## config.mk

```make
export PLATFORM = sky130hd
export DESIGN_NAME = fence_sequencer
export DESIGN_NICKNAME = d
export VERILOG_FILES = /design/src/rtl/fence_sequencer.sv
export SDC_FILE = /design/constraint.sdc
export NUM_CORES = 1
export LEC_CHECK = 0
export BUFFER_PORTS_ARGS = -buffer_cell sky130_fd_sc_hd__buf_2
export CAP_MARGIN = 0
export CORE_MARGIN = 3
export CORE_UTILIZATION = 60
export DETAILED_ROUTE_END_ITERATION = 16
export PLACE_DENSITY = 0.92
export SLEW_MARGIN = 20
export SYNTH_ARGS = -nofsm -noshare
export SYNTH_HDL_FRONTEND = slang
export SYNTH_SLANG_ARGS = --single-unit
```

## constraint.sdc

```tcl
create_clock -name clk_i -period 4.2 [get_ports clk_i]
set_input_delay 0.63 -clock clk_i [delete_from_list [all_inputs] [get_ports clk_i]]
set_output_delay 0.63 -clock clk_i [all_outputs]
set_load 0.02 [all_outputs]
```

## src/rtl/fence_sequencer.sv

```systemverilog
// Fence sequencer: drains the store buffer, then issues D$/I$/TLB flushes in a fixed order and pulses done_o.
// Optional FENCE_SEQ_PERF_EN adds stall_cycles_o, a free-running count of busy cycles.
module fence_sequencer #(
  parameter int unsigned DRAIN_TIMEOUT    = 1024,
  parameter int unsigned TLB_FLUSH_CYCLES = 2
) (
  input  logic       clk_i,
  input  logic       rst_ni,
  input  logic       req_valid_i,
  input  logic [1:0] req_type_i,
  output logic       req_ready_o,
  input  logic       kill_i,
  input  logic       no_st_pending_i,
  output logic       flush_dcache_o,
  input  logic       flush_dcache_ack_i,
  output logic       flush_icache_o,
  output logic       flush_tlb_o,
  output logic       done_o,
  output logic       timeout_o,
  output logic       busy_o
`ifdef FENCE_SEQ_PERF_EN
  ,
  output logic [31:0] stall_cycles_o
`endif
);

  localparam int unsigned DCW = $clog2(DRAIN_TIMEOUT + 1);
  localparam int unsigned TCW = (TLB_FLUSH_CYCLES > 1) ? $clog2(TLB_FLUSH_CYCLES) : 1;
  localparam logic [DCW-1:0] DRAIN_MAX = DCW'(DRAIN_TIMEOUT);
  localparam logic [TCW-1:0] TLB_LAST  = TCW'(TLB_FLUSH_CYCLES - 1);

  typedef enum logic [2:0] {
    IDLE, DRAIN, FLUSH_D, FLUSH_I, FLUSH_TLB, DONE
  } state_e;

  typedef enum logic [1:0] {
    T_FENCE, T_FENCE_I, T_SFENCE_VMA, T_FENCE_T
  } fence_type_e;

  state_e          state_q, state_d;
  fence_type_e     type_q, type_d;
  logic [DCW-1:0]  drainCnt_q, drainCnt_d;
  logic [TCW-1:0]  tlbCnt_q, tlbCnt_d;
  logic            killed_q, killed_d;

  state_e afterDrain, afterDcache, afterIcache;

  assign afterDrain  = (type_q == T_SFENCE_VMA) ? FLUSH_TLB : FLUSH_D;
  assign afterDcache = (type_q == T_FENCE_I || type_q == T_FENCE_T) ? FLUSH_I : DONE;
  assign afterIcache = (type_q == T_FENCE_T) ? FLUSH_TLB : DONE;

  always_ff @(posedge clk_i) begin
    if (!rst_ni) begin
      state_q    <= IDLE;
      type_q     <= T_FENCE;
      drainCnt_q <= '0;
      tlbCnt_q   <= '0;
      killed_q   <= 1'b0;
    end else begin
      state_q    <= state_d;
      type_q     <= type_d;
      drainCnt_q <= drainCnt_d;
      tlbCnt_q   <= tlbCnt_d;
      killed_q   <= killed_d;
    end
  end

  always_comb begin
    state_d    = state_q;
    type_d     = type_q;
    drainCnt_d = drainCnt_q;
    tlbCnt_d   = '0;
    killed_d   = 1'b0;
    case (state_q)
      IDLE: begin
        if (req_valid_i && !kill_i) begin
          state_d    = DRAIN;
          type_d     = fence_type_e'(req_type_i);
          drainCnt_d = '0;
        end
      end
      DRAIN: begin
        if (kill_i) begin
          state_d = IDLE;
        end else if (no_st_pending_i) begin
          state_d = afterDrain;
        end else if (drainCnt_q != DRAIN_MAX) begin
          drainCnt_d = drainCnt_q + 1'b1;
        end
      end
      // A started cache flush always runs to its ack; a kill only suppresses what follows.
      FLUSH_D: begin
        killed_d = killed_q | kill_i;
        if (flush_dcache_ack_i) begin
          state_d  = killed_d ? IDLE : afterDcache;
          killed_d = 1'b0;
        end
      end
      FLUSH_I: begin
        state_d = kill_i ? IDLE : afterIcache;
      end
      FLUSH_TLB: begin
        if (kill_i) begin
          state_d = IDLE;
        end else if (tlbCnt_q == TLB_LAST) begin
          state_d = DONE;
        end else begin
          tlbCnt_d = tlbCnt_q + 1'b1;
        end
      end
      DONE: begin
        state_d = IDLE;
      end
      default: begin
        state_d = IDLE;
      end
    endcase
  end

  assign req_ready_o    = (state_q == IDLE);
  assign busy_o         = (state_q != IDLE);
  assign flush_dcache_o = (state_q == FLUSH_D);
  assign flush_icache_o = (state_q == FLUSH_I);
  assign flush_tlb_o    = (state_q == FLUSH_TLB) && (tlbCnt_q == '0);
  assign done_o         = (state_q == DONE);
  assign timeout_o      = (state_q == DRAIN) && (drainCnt_q == DRAIN_MAX);

`ifdef FENCE_SEQ_PERF_EN
  logic [31:0] stallCnt_q;

  always_ff @(posedge clk_i) begin
    if (!rst_ni) begin
      stallCnt_q <= '0;
    end else if (busy_o) begin
      stallCnt_q <= stallCnt_q + 32'd1;
    end
  end

  assign stall_cycles_o = stallCnt_q;
`endif

endmodule

```

==> out/results.txt <==
Area after DPL -> 0.00120 mm^2
GRT overflow -> 0
Routed via count -> 1176
Mapped Area -> 0.00114 mm^2
Clk slew on worst S/H paths -> 0.11 ns
Worst Path Max Fanout -> 15
ANT nets after route -> 0
Hold Crit Class -> reg2reg
Final nets -> 164
Count leader, synth -> dfxtp_1
Antenna Cells -> 0
Synthesized net count -> 156
CTS resizes -> 0
CTS Root Cell -> clkbuf_4
First-pass GRT wire length -> 4.84 mm
Mean post-synth cell area -> 7.80 um^2
Xor and xnor fraction of the mapped netlist area -> 0
Hold_buf cts -> 0
Area contributors post-synth -> dfxtp_1 32%, a21oi_1 4.4%, o21ai_0 4.4%
Power Density -> 274 mW/mm^2
Clock H-tree levels -> 1
DR DRC count -> 0
# rows -> 15
Critical path's slowest cell -> or3b_2
Clock buffer count from CTS -> 3
Core box area -> 0.00176 mm^2
RSZ-0062 raised after global routing -> no
Layout Utilization -> 0.700
EDFF count, synth -> 0
Worst vdd ir -> 231 uV
Setup Fix Bufs, Post-CTS -> 0
CTS max path bufs -> 2
Final hold slack -> 0.497 ns
Critical path type -> reg2out
Total GRT Usage -> 0.249
Startpoint Class -> flop
Area delta synth->final -> 8.46%
Portion of netlist area occupied by mux cells -> 0.0176
Final GP Congestion -> 0.908
Max-Cap Viols -> 0
Die height -> 49.6 um
Initial DRC count -> 80
Post-synthesis sequential area ratio -> 0.316
Die area -> 0.00246 mm^2
Synth cell count leaders -> 18 x dfxtp_1, 10 x a21oi_1, 10 x o21ai_0
Starting density of the core -> 0.645
Initial antenna violation count -> 0
Main synth FF type -> dfxtp_1
Crit-path max cell delay -> 0.63 ns
Status -> complete, no violations
WL final -> 2.86 mm
Die width -> 49.6 um
Delay-heaviest family, CP -> simple AND/OR/NAND/NOR gates
Worst Path Required -> 3.57 ns
Vias in the first global route -> 1063
Final min period -> 2.67 ns
Slew HR -> 0.373
Non-filler cells in the finished layout -> 178
Largest family of logic cells by synthesized area -> simple AND/OR/NAND/NOR gates
Worst Tran Pin Value -> 0.933 ns
Layout cells sized above 1 -> 0.157
CTS tree -> built
WP data arrival -> 2.04 ns
Buffers on Ports -> 14
Final TNS setup -> 0 ns
Clock skew -> 0.00161 ns
Area leader, netlist -> dfxtp_1
Worst-skew pair later-pin latency -> 0.30 ns
Placed Cells -> 174
Ys Warns -> 0
DRT Pass-1 Iters -> 4
# setup viols final -> 0
Hold violation count in the final report -> 0
Simple-gate portion of the synthesized area -> 0.297
Slew Limit Fails -> 0
Worst Setup End Kind -> primary output
Distinct cell type count after synthesis -> 41
Finished Cell Area -> 0.00123 mm^2
# IOs -> 15
Mean routed wirelength per cell -> 16.1 um
Post-Synthesis Cells -> 146
Adder-Cell Fraction of Synth Area -> 0.0220
Yosys reg bits -> 18
Synth Area in Compound Gates -> 0.275
Mean number of vias per cell -> 6.61
Clock sink total -> 18
Largest net degree at the start of global routing -> 17
Period utilization -> 0.635
Async S/R FF share, synth -> 0
Synth top area share -> 0.316
F_max -> 0.375 GHz
CP bufs+invs -> 1
Dpl hpwl -> 1.93 mm
Cell Chain, Critical Path -> or3b_2 > nor4_2 > buf_2
Leak -> 0.490 nW
-- area by class of cell --
type	instances	area, um^2
fillers	150	529
inverters	9	33.8
well taps	25	31.3
multi-input cells	107	696
flip-flops and latches	18	360
repair buffers	15	77.6
clock buffers	4	36.3
-- cell usage in the layout, fill, tap and decap left out, types with 3 or more instances in the layout --
cell / n
dfxtp_1: 18
buf_2: 14
a21oi_1: 10
inv_1: 9
o21ai_0: 9
nand2_1: 8
nor2_1: 7
and3_1: 7
nor3_1: 6
a31oi_1: 6
o41ai_1: 4
o311ai_0: 4
nand2b_1: 3
or3_1: 3
nand3_1: 3
o31ai_1: 3
clkbuf_4: 3
-- sequential cells by signal, summed over array words and instances, names as in the netlist --
name        count
killed_q        1
state_q         3
drainCnt_q     11
type_q          2
tlbCnt_q        1
-- worst paths after layout --
path	from	to	slack [ns]	depth (start not counted)
worst min register to register	drainCnt_q[10]	drainCnt_q[10]	0.50	1
worst max register to register	state_q[0]	drainCnt_q[8]	2.09	5
worst min-delay path	drainCnt_q[10]	drainCnt_q[10]	0.50	1
worst max-delay path	state_q[0]	timeout_o	1.53	3
-- routing by layer --
| metal | vias up | wire length [um] | GRT usage |
|---|---|---|---|
| li1 | 564 | - | - |
| met1 | 541 | 1260 | 0.326 |
| met2 | 65 | 1300 | 0.396 |
| met3 | 6 | 261 | 0.0514 |
| met4 | 0 | 38 | 0.0968 |
| met5 | - | 0 | 0 |
-- stage by stage --
stage	setup WS (ns)	power [W]
floorplan	2.14	0.000215
global placement	1.96	0.000227
detailed placement	1.91	0.000229
CTS	1.58	0.000336
global route	1.44	0.000351
finish	1.53	0.000338
-- power breakdown --
part           internal, W  switching, W
Sequential        0.000173    0.00000596
Clock            0.0000529     0.0000587
Combinational    0.0000167     0.0000308
-- kinds of logic (layout without fill, tap and decap cells) --
kind of cell | Yosys count | after routing
simple gates | 56 | 56
compound gates | 47 | 47
buf+inv | 21 | 28
flops | 18 | 18
fa+ha+maj | 2 | 2
mux | 2 | 2
Note: power is estimated with default switching activity, not from simulation.
